## src/rtl/cw305_seq_pkg.sv

```systemverilog
// cw305_seq_pkg
//   Shared definitions for the CW305 crypto sequencer slice: the FSM state
//   encoding, default data-path widths and the cycle-count register width.
package cw305_seq_pkg;

  localparam int unsigned KEY_W_DEF  = 128;
  localparam int unsigned TEXT_W_DEF = 128;
  localparam int unsigned CYCLES_W   = 32;

  typedef enum logic [1:0] {
    IDLE = 2'd0,
    LOAD = 2'd1,
    RUN  = 2'd2
  } seq_state_e;

endpackage

```

## src/rtl/cw305_rise_detect.sv

```systemverilog
// cw305_rise_detect
//   Rising-edge detector for level signals coming from the register bank.
//   Ports:
//     clk_i   clock
//     rst_i   synchronous active-high reset (clears the history register)
//     sig_i   level input
//     rise_o  sig_i & ~previous(sig_i), combinational
//   Because the history register resets to 0, a level that is already high
//   when reset releases reports a rise in the first post-reset cycle.
module cw305_rise_detect (
  input  logic clk_i,
  input  logic rst_i,
  input  logic sig_i,
  output logic rise_o
);

  logic sig_q;

  always_ff @(posedge clk_i) begin
    if (rst_i) sig_q <= 1'b0;
    else       sig_q <= sig_i;
  end

  assign rise_o = sig_i & ~sig_q;

endmodule

```

## src/rtl/cw305_crypto_sequencer.sv

```systemverilog
// cw305_crypto_sequencer
//   Turns a host GO edge into one framed crypto-core operation: latch
//   key/text (LOAD), start the core and hold the scope trigger (RUN), then
//   capture the result or abort after TIMEOUT RUN cycles.
//   Ports:
//     clk, reset             clock, synchronous active-high reset
//     go                     GO level; only its rising edge in IDLE acts
//     key_in, text_in        operands from the register bank
//     core_start             one-cycle start pulse (first RUN cycle)
//     core_key, core_text    operands latched in LOAD
//     core_done, core_result core completion pulse and its result
//     result_out             last captured result
//     busy                   high in LOAD and RUN
//     done, timeout          sticky status of the last operation
//     tio_trigger            scope trigger, high for every RUN cycle
//     cycles                 RUN-cycle count of the last operation
//   Optional feature: define CRYPTO_SEQ_CYCLE_COUNT_EN to get the cycles port.
//   All outputs are registered.
module cw305_crypto_sequencer
  import cw305_seq_pkg::*;
#(
  parameter int unsigned KEY_W   = KEY_W_DEF,
  parameter int unsigned TEXT_W  = TEXT_W_DEF,
  parameter int unsigned TIMEOUT = 65535
) (
  input  logic              clk,
  input  logic              reset,
  input  logic              go,
  input  logic [KEY_W-1:0]  key_in,
  input  logic [TEXT_W-1:0] text_in,
  output logic              core_start,
  output logic [KEY_W-1:0]  core_key,
  output logic [TEXT_W-1:0] core_text,
  input  logic              core_done,
  input  logic [TEXT_W-1:0] core_result,
  output logic [TEXT_W-1:0] result_out,
  output logic              busy,
  output logic              done,
  output logic              timeout,
  output logic              tio_trigger
`ifdef CRYPTO_SEQ_CYCLE_COUNT_EN
  ,
  output logic [CYCLES_W-1:0] cycles
`endif
);

  localparam int unsigned CNT_W = $clog2(TIMEOUT + 1);
  localparam logic [CNT_W-1:0] CNT_LAST = CNT_W'(TIMEOUT - 1);

  seq_state_e state_q, state_d;
  logic go_rise;
  logic expire;

  logic [CNT_W-1:0]  cnt_q, cnt_d;
  logic [KEY_W-1:0]  key_q, key_d;
  logic [TEXT_W-1:0] text_q, text_d;
  logic [TEXT_W-1:0] result_q, result_d;
  logic done_q, done_d;
  logic timeout_q, timeout_d;
  logic start_q, start_d;
  logic trig_q, trig_d;
  logic busy_q, busy_d;
`ifdef CRYPTO_SEQ_CYCLE_COUNT_EN
  logic [CYCLES_W-1:0] cycles_q, cycles_d;
  logic [CYCLES_W-1:0] run_len;
  // cnt_q is 0 in the first RUN cycle, so the finished length is cnt_q + 1
  assign run_len = CYCLES_W'(cnt_q) + CYCLES_W'(1);
`endif

  cw305_rise_detect u_go_rise (
    .clk_i  (clk),
    .rst_i  (reset),
    .sig_i  (go),
    .rise_o (go_rise)
  );

  assign expire = (cnt_q == CNT_LAST);

  // State register
  always_ff @(posedge clk) begin
    if (reset) state_q <= IDLE;
    else       state_q <= state_d;
  end

  // Next-state logic
  always_comb begin
    state_d = state_q;
    unique case (state_q)
      IDLE:    if (go_rise) state_d = LOAD;
      LOAD:    state_d = RUN;
      RUN:     if (core_done || expire) state_d = IDLE;
      default: state_d = IDLE;
    endcase
  end

  // Output / datapath next values; the flags come from state_d so that the
  // registered copies line up with the state they describe.
  always_comb begin
    key_d     = key_q;
    text_d    = text_q;
    result_d  = result_q;
    done_d    = done_q;
    timeout_d = timeout_q;
    cnt_d     = cnt_q;
    start_d   = 1'b0;
    trig_d    = (state_d == RUN);
    busy_d    = (state_d != IDLE);
`ifdef CRYPTO_SEQ_CYCLE_COUNT_EN
    cycles_d  = cycles_q;
`endif
    unique case (state_q)
      LOAD: begin
        key_d     = key_in;
        text_d    = text_in;
        done_d    = 1'b0;
        timeout_d = 1'b0;
        cnt_d     = '0;
        start_d   = 1'b1;
      end
      RUN: begin
        // Leaving RUN no later than cnt_q == TIMEOUT-1 keeps this from wrapping
        cnt_d = cnt_q + CNT_W'(1);
        if (core_done) begin
          result_d = core_result;
          done_d   = 1'b1;
`ifdef CRYPTO_SEQ_CYCLE_COUNT_EN
          cycles_d = run_len;
`endif
        end else if (expire) begin
          timeout_d = 1'b1;
`ifdef CRYPTO_SEQ_CYCLE_COUNT_EN
          cycles_d  = run_len;
`endif
        end
      end
      default: ;
    endcase
  end

  always_ff @(posedge clk) begin
    if (reset) begin
      key_q     <= '0;
      text_q    <= '0;
      result_q  <= '0;
      done_q    <= 1'b0;
      timeout_q <= 1'b0;
      cnt_q     <= '0;
      start_q   <= 1'b0;
      trig_q    <= 1'b0;
      busy_q    <= 1'b0;
`ifdef CRYPTO_SEQ_CYCLE_COUNT_EN
      cycles_q  <= '0;
`endif
    end else begin
      key_q     <= key_d;
      text_q    <= text_d;
      result_q  <= result_d;
      done_q    <= done_d;
      timeout_q <= timeout_d;
      cnt_q     <= cnt_d;
      start_q   <= start_d;
      trig_q    <= trig_d;
      busy_q    <= busy_d;
`ifdef CRYPTO_SEQ_CYCLE_COUNT_EN
      cycles_q  <= cycles_d;
`endif
    end
  end

  assign core_start  = start_q;
  assign core_key    = key_q;
  assign core_text   = text_q;
  assign result_out  = result_q;
  assign busy        = busy_q;
  assign done        = done_q;
  assign timeout     = timeout_q;
  assign tio_trigger = trig_q;
`ifdef CRYPTO_SEQ_CYCLE_COUNT_EN
  assign cycles      = cycles_q;
`endif

endmodule
```

## config.mk

```make
export PLATFORM = sky130hd
export DESIGN_NAME = cw305_crypto_sequencer
export DESIGN_NICKNAME = d
export VERILOG_FILES = /design/src/rtl/cw305_seq_pkg.sv /design/src/rtl/cw305_rise_detect.sv /design/src/rtl/cw305_crypto_sequencer.sv
export SDC_FILE = /design/constraint.sdc
export NUM_CORES = 1
export LEC_CHECK = 0
export ABC_AREA = 1
export BUFFER_PORTS_ARGS = -buffer_cell sky130_fd_sc_hd__buf_2
export CORE_AREA = 2 2 306 308
export DETAILED_ROUTE_END_ITERATION = 7
export DIE_AREA = 0 0 308 310
export GPL_TIMING_DRIVEN = 0
export PLACE_DENSITY_LB_ADDON = 0.3
export SKIP_LAST_GASP = 1
export SLEW_MARGIN = 20
export SYNTH_ARGS = -nofsm -noshare
export SYNTH_HDL_FRONTEND = slang
export SYNTH_SLANG_ARGS = --single-unit
```

## constraint.sdc

```tcl
create_clock -name clk -period 2.5 [get_ports clk]
set_input_delay 0.375 -clock clk [delete_from_list [all_inputs] [get_ports clk]]
set_output_delay 0.375 -clock clk [all_outputs]
set_load 0.05 [all_outputs]
```

-- Word level (Yosys, flattened, before mapping)
Index checks and enable logic that the tools add are counted.
W data, S select, Z words.
- add/subtract/negate cells: 1
- $mul: 0
- div/mod/pow operators: 0
- magnitude comparators: 0
- eq/ne operators: 7
- shift operators: 0
- multiplexer cells: 10
- bitwise logic cells: 2
- reductions and logical operators: 7
- operator list (operator ; count):
    $pmux W16 S2 ; 1
    $add A16 B1 Y16 const B ; 1
    $eq A16 B16 Y1 const B ; 1
    $ne A2 B2 Y1 const B ; 3
    $pmux W2 S3 ; 1
    $eq A2 B2 Y1 const B ; 2
    $mux W1 ; 4
    $mux W2 ; 2
    $pmux W1 S2 ; 2
    $reduce_and A2 Y1 ; 2
    $reduce_bool A2 Y1 ; 2
    $reduce_and A3 Y1 ; 1
    $eq A2 B1 Y1 const B ; 1
    $logic_not A2 Y1 ; 1
    $and A1 B1 Y1 ; 1
    $logic_or A1 B1 Y1 ; 1
    $not A1 Y1 ; 1
- register bits after elaboration: 408
- latch bits: 0
- memory bits (writable): 0
- memory bits (read-only): 0
- bits of input ports: 388
- output and inout port bits: 389
- word-level logic and storage cells: 38
- memories: 0

-- Longest topological paths before layout
- word-level depth: 5
- mapped depth: 11
- gate-level depth less buffers: 11

-- Modules after synthesis
A second synthesis with hierarchy kept.
- cell total of the unflattened synthesis: 1826
- area, all modules: 14198.6 µm²
- by module, submodules not included (module ; instances ; cells an instance ; area an instance (µm²) ; seq. area each (µm²)):
    cw305_crypto_sequencer ; 1 ; 1822 ; 14167.3 ; 8147.8
    cw305_rise_detect ; 1 ; 4 ; 31.3 ; 20.0

-- Worst setup path after synthesis
No wires, ideal clock.
- path kind: flip-flop to flip-flop
- start: register state_q[0]
- end: register cnt_q[12]
- setup time: 119 ps
- data arrival time: 1419 ps
- data required time: 2381 ps
- setup slack: 961 ps
- stages on the path, launching flop included: 10
- buffers on the path: 0
- period minus slack after synthesis: 1539 ps
- cell sequence: dfxtp_1 -> inv_1 -> ha_1 -> nand2_2 -> nor2_4 -> nand2_2 -> inv_2 -> nand3_2 -> o21ai_0 -> a21oi_1
- longest elaborated chain between the ends: 2
- elaborated cells on any way between the ends: 4
- classes of those cells: 2 x eq/ne; 1 x mux; 1 x reduce/logical
- ends and longest elaborated chain (what ; RTL line ; text):
    from (decl) ; cw305_crypto_sequencer.sv:50 ; seq_state_e state_q, state_d;
    from (signal assigned) ; cw305_crypto_sequencer.sv:82 ; else state_q <= state_d;
    $eq A2 B2 Y1 or $eq A2 B1 Y1 (tied branches) ; cw305_crypto_sequencer.sv:111 ; unique case (state_q)
    $pmux W16 S2 or $reduce_bool A2 Y1 (tied branches) ; - ;
    to (signal assigned) ; cw305_crypto_sequencer.sv:160 ; cnt_q <= cnt_d;
    to (decl) ; cw305_crypto_sequencer.sv:54 ; logic [CNT_W-1:0] cnt_q, cnt_d;
Several ways; a longest one is shown, not always the timed one.
A chain may end at the register's enable or synchronous reset.

-- Worst setup path after layout
- start: register state_q[0]
- end: register result_q[52], in the netlist result_out[52]
- longest elaborated chain between the ends: 2
- ends and longest elaborated chain (what ; RTL line ; text):
    $eq A2 B2 Y1 ; cw305_crypto_sequencer.sv:111 ;
    $reduce_and A2 Y1 (no source line) ; - ;
    to (signal assigned) ; cw305_crypto_sequencer.sv:157 ; result_q <= result_d;
    to (decl) ; cw305_crypto_sequencer.sv:57 ; logic [TEXT_W-1:0] result_q, result_d;
No other way between the ends.

==> results_dict.tcl <==
set metrics [dict create \
    synth_edf_count 0 \
    min_from "key_in[61]" \
    synth_fp_nets 2226 \
    worst_hold_slack_ps 36.77 \
    gr-usage-all-layers 0.1386 \
    core_um2 92490 \
    criticalPathCategory "reg2reg" \
    grt_pass1_wl_um 99540 \
    die_w_um 308 \
    crit_fanout 10 \
    drive_gt1_frac 0.3032 \
    cts_buffers 49 \
    fin_ws_ps 169.1 \
    r2r_setup_slack_ps 170 \
    wire_per_inst_um 16.64 \
    timing.fmax_mhz 429.0 \
    final_nets 3401 \
    syn_inst 1832 \
    maxSlewViolCount 0 \
    min_delay_path_depth 3 \
    place_ws_ps -152.9 \
    leakage_nw 11.92 \
    rsz0062_at_grt "false" \
    syn_avg_cell_area_um2 7.825 \
    synthToLayoutAreaGrowth_pct 73.50 \
    clkLatencyLatePin_ps 610 \
    io_buffers 776 \
    fillers 10166 \
    power_frac_seq 0.377 \
    synth_ff_type "dfxtp_1" \
    cts_tree "built" \
    drtIter0Drc 833 \
    hp-class "in2reg" \
    start_util 0.1550 \
    hold_end "core_key[61]" \
    synth.area.top_cells "dfxtp_1, nor2_1, o21ai_0" \
    grt_max_degree 13 \
    switching_share 0.3354 \
    io_pins 777 \
    ys_warn_count 0 \
    internal_power_mw 12.82 \
    reg2reg_from "state_q[0]" \
    ant_nets 0 \
    synthTopCellsByCount "nor2_1, dfxtp_1, o21ai_0" \
    via_per_inst 3.863 \
    finalSetupViolations 0 \
    power_density_nw_per_um2 775.7 \
    syn-cell-area_um2 14340 \
    firstDrtPassIters 5 \
    routed_wl_um 70600 \
    tightest_slew_ps 851.6 \
    max_cap_viol_count 0 \
    rows 112 \
    ys_ff_latch 408 \
    pwr-share-clk 0.390 \
    clk_pin_slew_ps 60 \
    worst_ep_required_time_ps 3030 \
    antenna_found_initial 7 \
    vias 16388 \
    peakVddDrop_mv 0.5130 \
    grt_pass1_vias 16192 \
    ys_seq_area_frac 0.5697 \
    hpwlAfterDp_um 53550 \
    regToRegEndpoint "result_out[52]" \
    start_kind "flop" \
    finalHoldViolCount 0 \
    globalplace.congestion 0.7898 \
    end_kind "flop" \
    ys_async_sr_fraction 0 \
    status "complete, no violations" \
    synth_cell_type_count 24 \
    maxSlewHeadroom 0.4323 \
    finalCriticalPeriod_ps 2331 \
    post-route-period-util 0.9323 \
    yosysMostFrequentCell "nor2_1" \
    cts_root_buf "clkbuf_16" \
    htree_num_levels 2 \
    fin_setup_tns_ps 0 \
    drc 0 \
    combPwrFrac 0.232 \
    worst_r2r_path_depth 7 \
    power_switching_mw 6.472 \
    crit_arrival_ps 2860 \
    cts.path.max_buffers 3 \
    skew_ps 17.12 \
    yosys.area.top_type "dfxtp_1" \
    grt_overflow_total 0 \
    die_height_um 310 \
    synth_top_area_frac 0.5697 \
    cts_sinks 408 \
    die_area_um2 95480 \
]
[critical path, stage by stage (launching register included)]
cell	delay, ps
dfxtp_1	410
inv_1	110
ha_1	320
nand2_2	220
buf_6	200
clkbuf_1	520
o21ai_0	330
nor2_1	150
[sequential cells by signal, summed over array words and instances (netlist names)]
signal / flops
state_q: 2
busy: 1
core_text: 128
core_start: 1
core_key: 128
u_go_rise.sig_q: 1
result_out: 128
timeout: 1
tio_trigger: 1
cnt_q: 16
done: 1
[worst max-delay path by stage]
stage	from	endpoint	slack, ps
detailed placement	state_q[0]	result_out[27]	-150
floorplan	state_q[0]	cnt_q[12]	960
global placement	state_q[0]	result_out[27]	-150
global route	state_q[0]	result_out[52]	50
finish	state_q[0]	result_out[52]	170
CTS	reset	result_out[37]	40
[power by group through the flow]
stage | logic (mW) | registers (mW) | clock network [mW]
after floorplan | 0.888 | 9.16 | 0
after global placement | 4.09 | 7.40 | 0
after detailed placement | 4.08 | 7.41 | 0
after CTS | 4.54 | 7.28 | 7.79
after global routing | 4.81 | 7.34 | 8.04
final | 4.49 | 7.28 | 7.53
[timing repair]
item	4_1_cts	5_1_grt
endpoints found under the setup margin	1	1
gates resized for setup	1	1
hold buffers	348	0
buffers inserted	0	0
hold endpoints to repair	349	0
[through the flow]
stage / total power, mW / instances / utilization / area [um2]
floorplan: 10.05 / 1832 / - / 14340
global placement: 11.48 / 3805 / 0.2132 / 19720
detailed placement: 11.49 / 3805 / 0.2132 / 19720
CTS: 19.61 / 4241 / 0.2689 / 24870
global route: 20.19 / 4241 / 0.2689 / 24870
finish: 19.30 / 4242 / 0.2689 / 24870
[cell usage in the layout, fill, tap and decap left out, types with 7 or more instances in the layout]
cell type        n
clkbuf_16       51
nor2_1         792
clkinv_2         7
nand2_1         32
a21oi_1         12
inv_1           29
buf_6           18
dfxtp_1        408
dlygate4sd3_1  348
clkbuf_1        82
buf_2          805
o21ai_0        392
clkbuf_8         9
nand3_1          8
[cells by family (layout without fill, tap and decap cells)]
logic type	Yosys count	count (layout)	synth area share
AOI/OAI and AO/OA	409	409	0.1429
xor gates and xnor gates	1	1	0.0006110
adders and majority gates	6	6	0.005236
buffers and inverters	161	1373	0.05586
DFF	408	408	0.5697
other	0	1	0
and+or+nand+nor	847	847	0.2257
[routing by layer]
metal / wire length [um] / vias up / track usage / part of all wire
met3: 6845 / 126 / 0.05442 / 0.097
met2: 33710 / 605 / 0.2392 / 0.48
met4: 2608 / 8 / 0.05468 / 0.037
li1: - / 8213 / - / -
met1: 27380 / 7436 / 0.1524 / 0.39
met5: 52 / - / 0 / 0.00074
[cell type report]
class,count,area [um2],area share
sequential,408,8168,0.3284
antenna,1,2.502,0.0001006
tap,1197,1498,0.06021
buffer,127,673.1,0.02706
multi-input combinational,1263,5368,0.2158
inverter,34,127.6,0.005131
clock inverter,17,229.0,0.009205
timing repair buffer,1124,7367,0.2962
clock buffer,71,1441,0.05795
No activity file was read; power rests on OpenSTA's default activity.
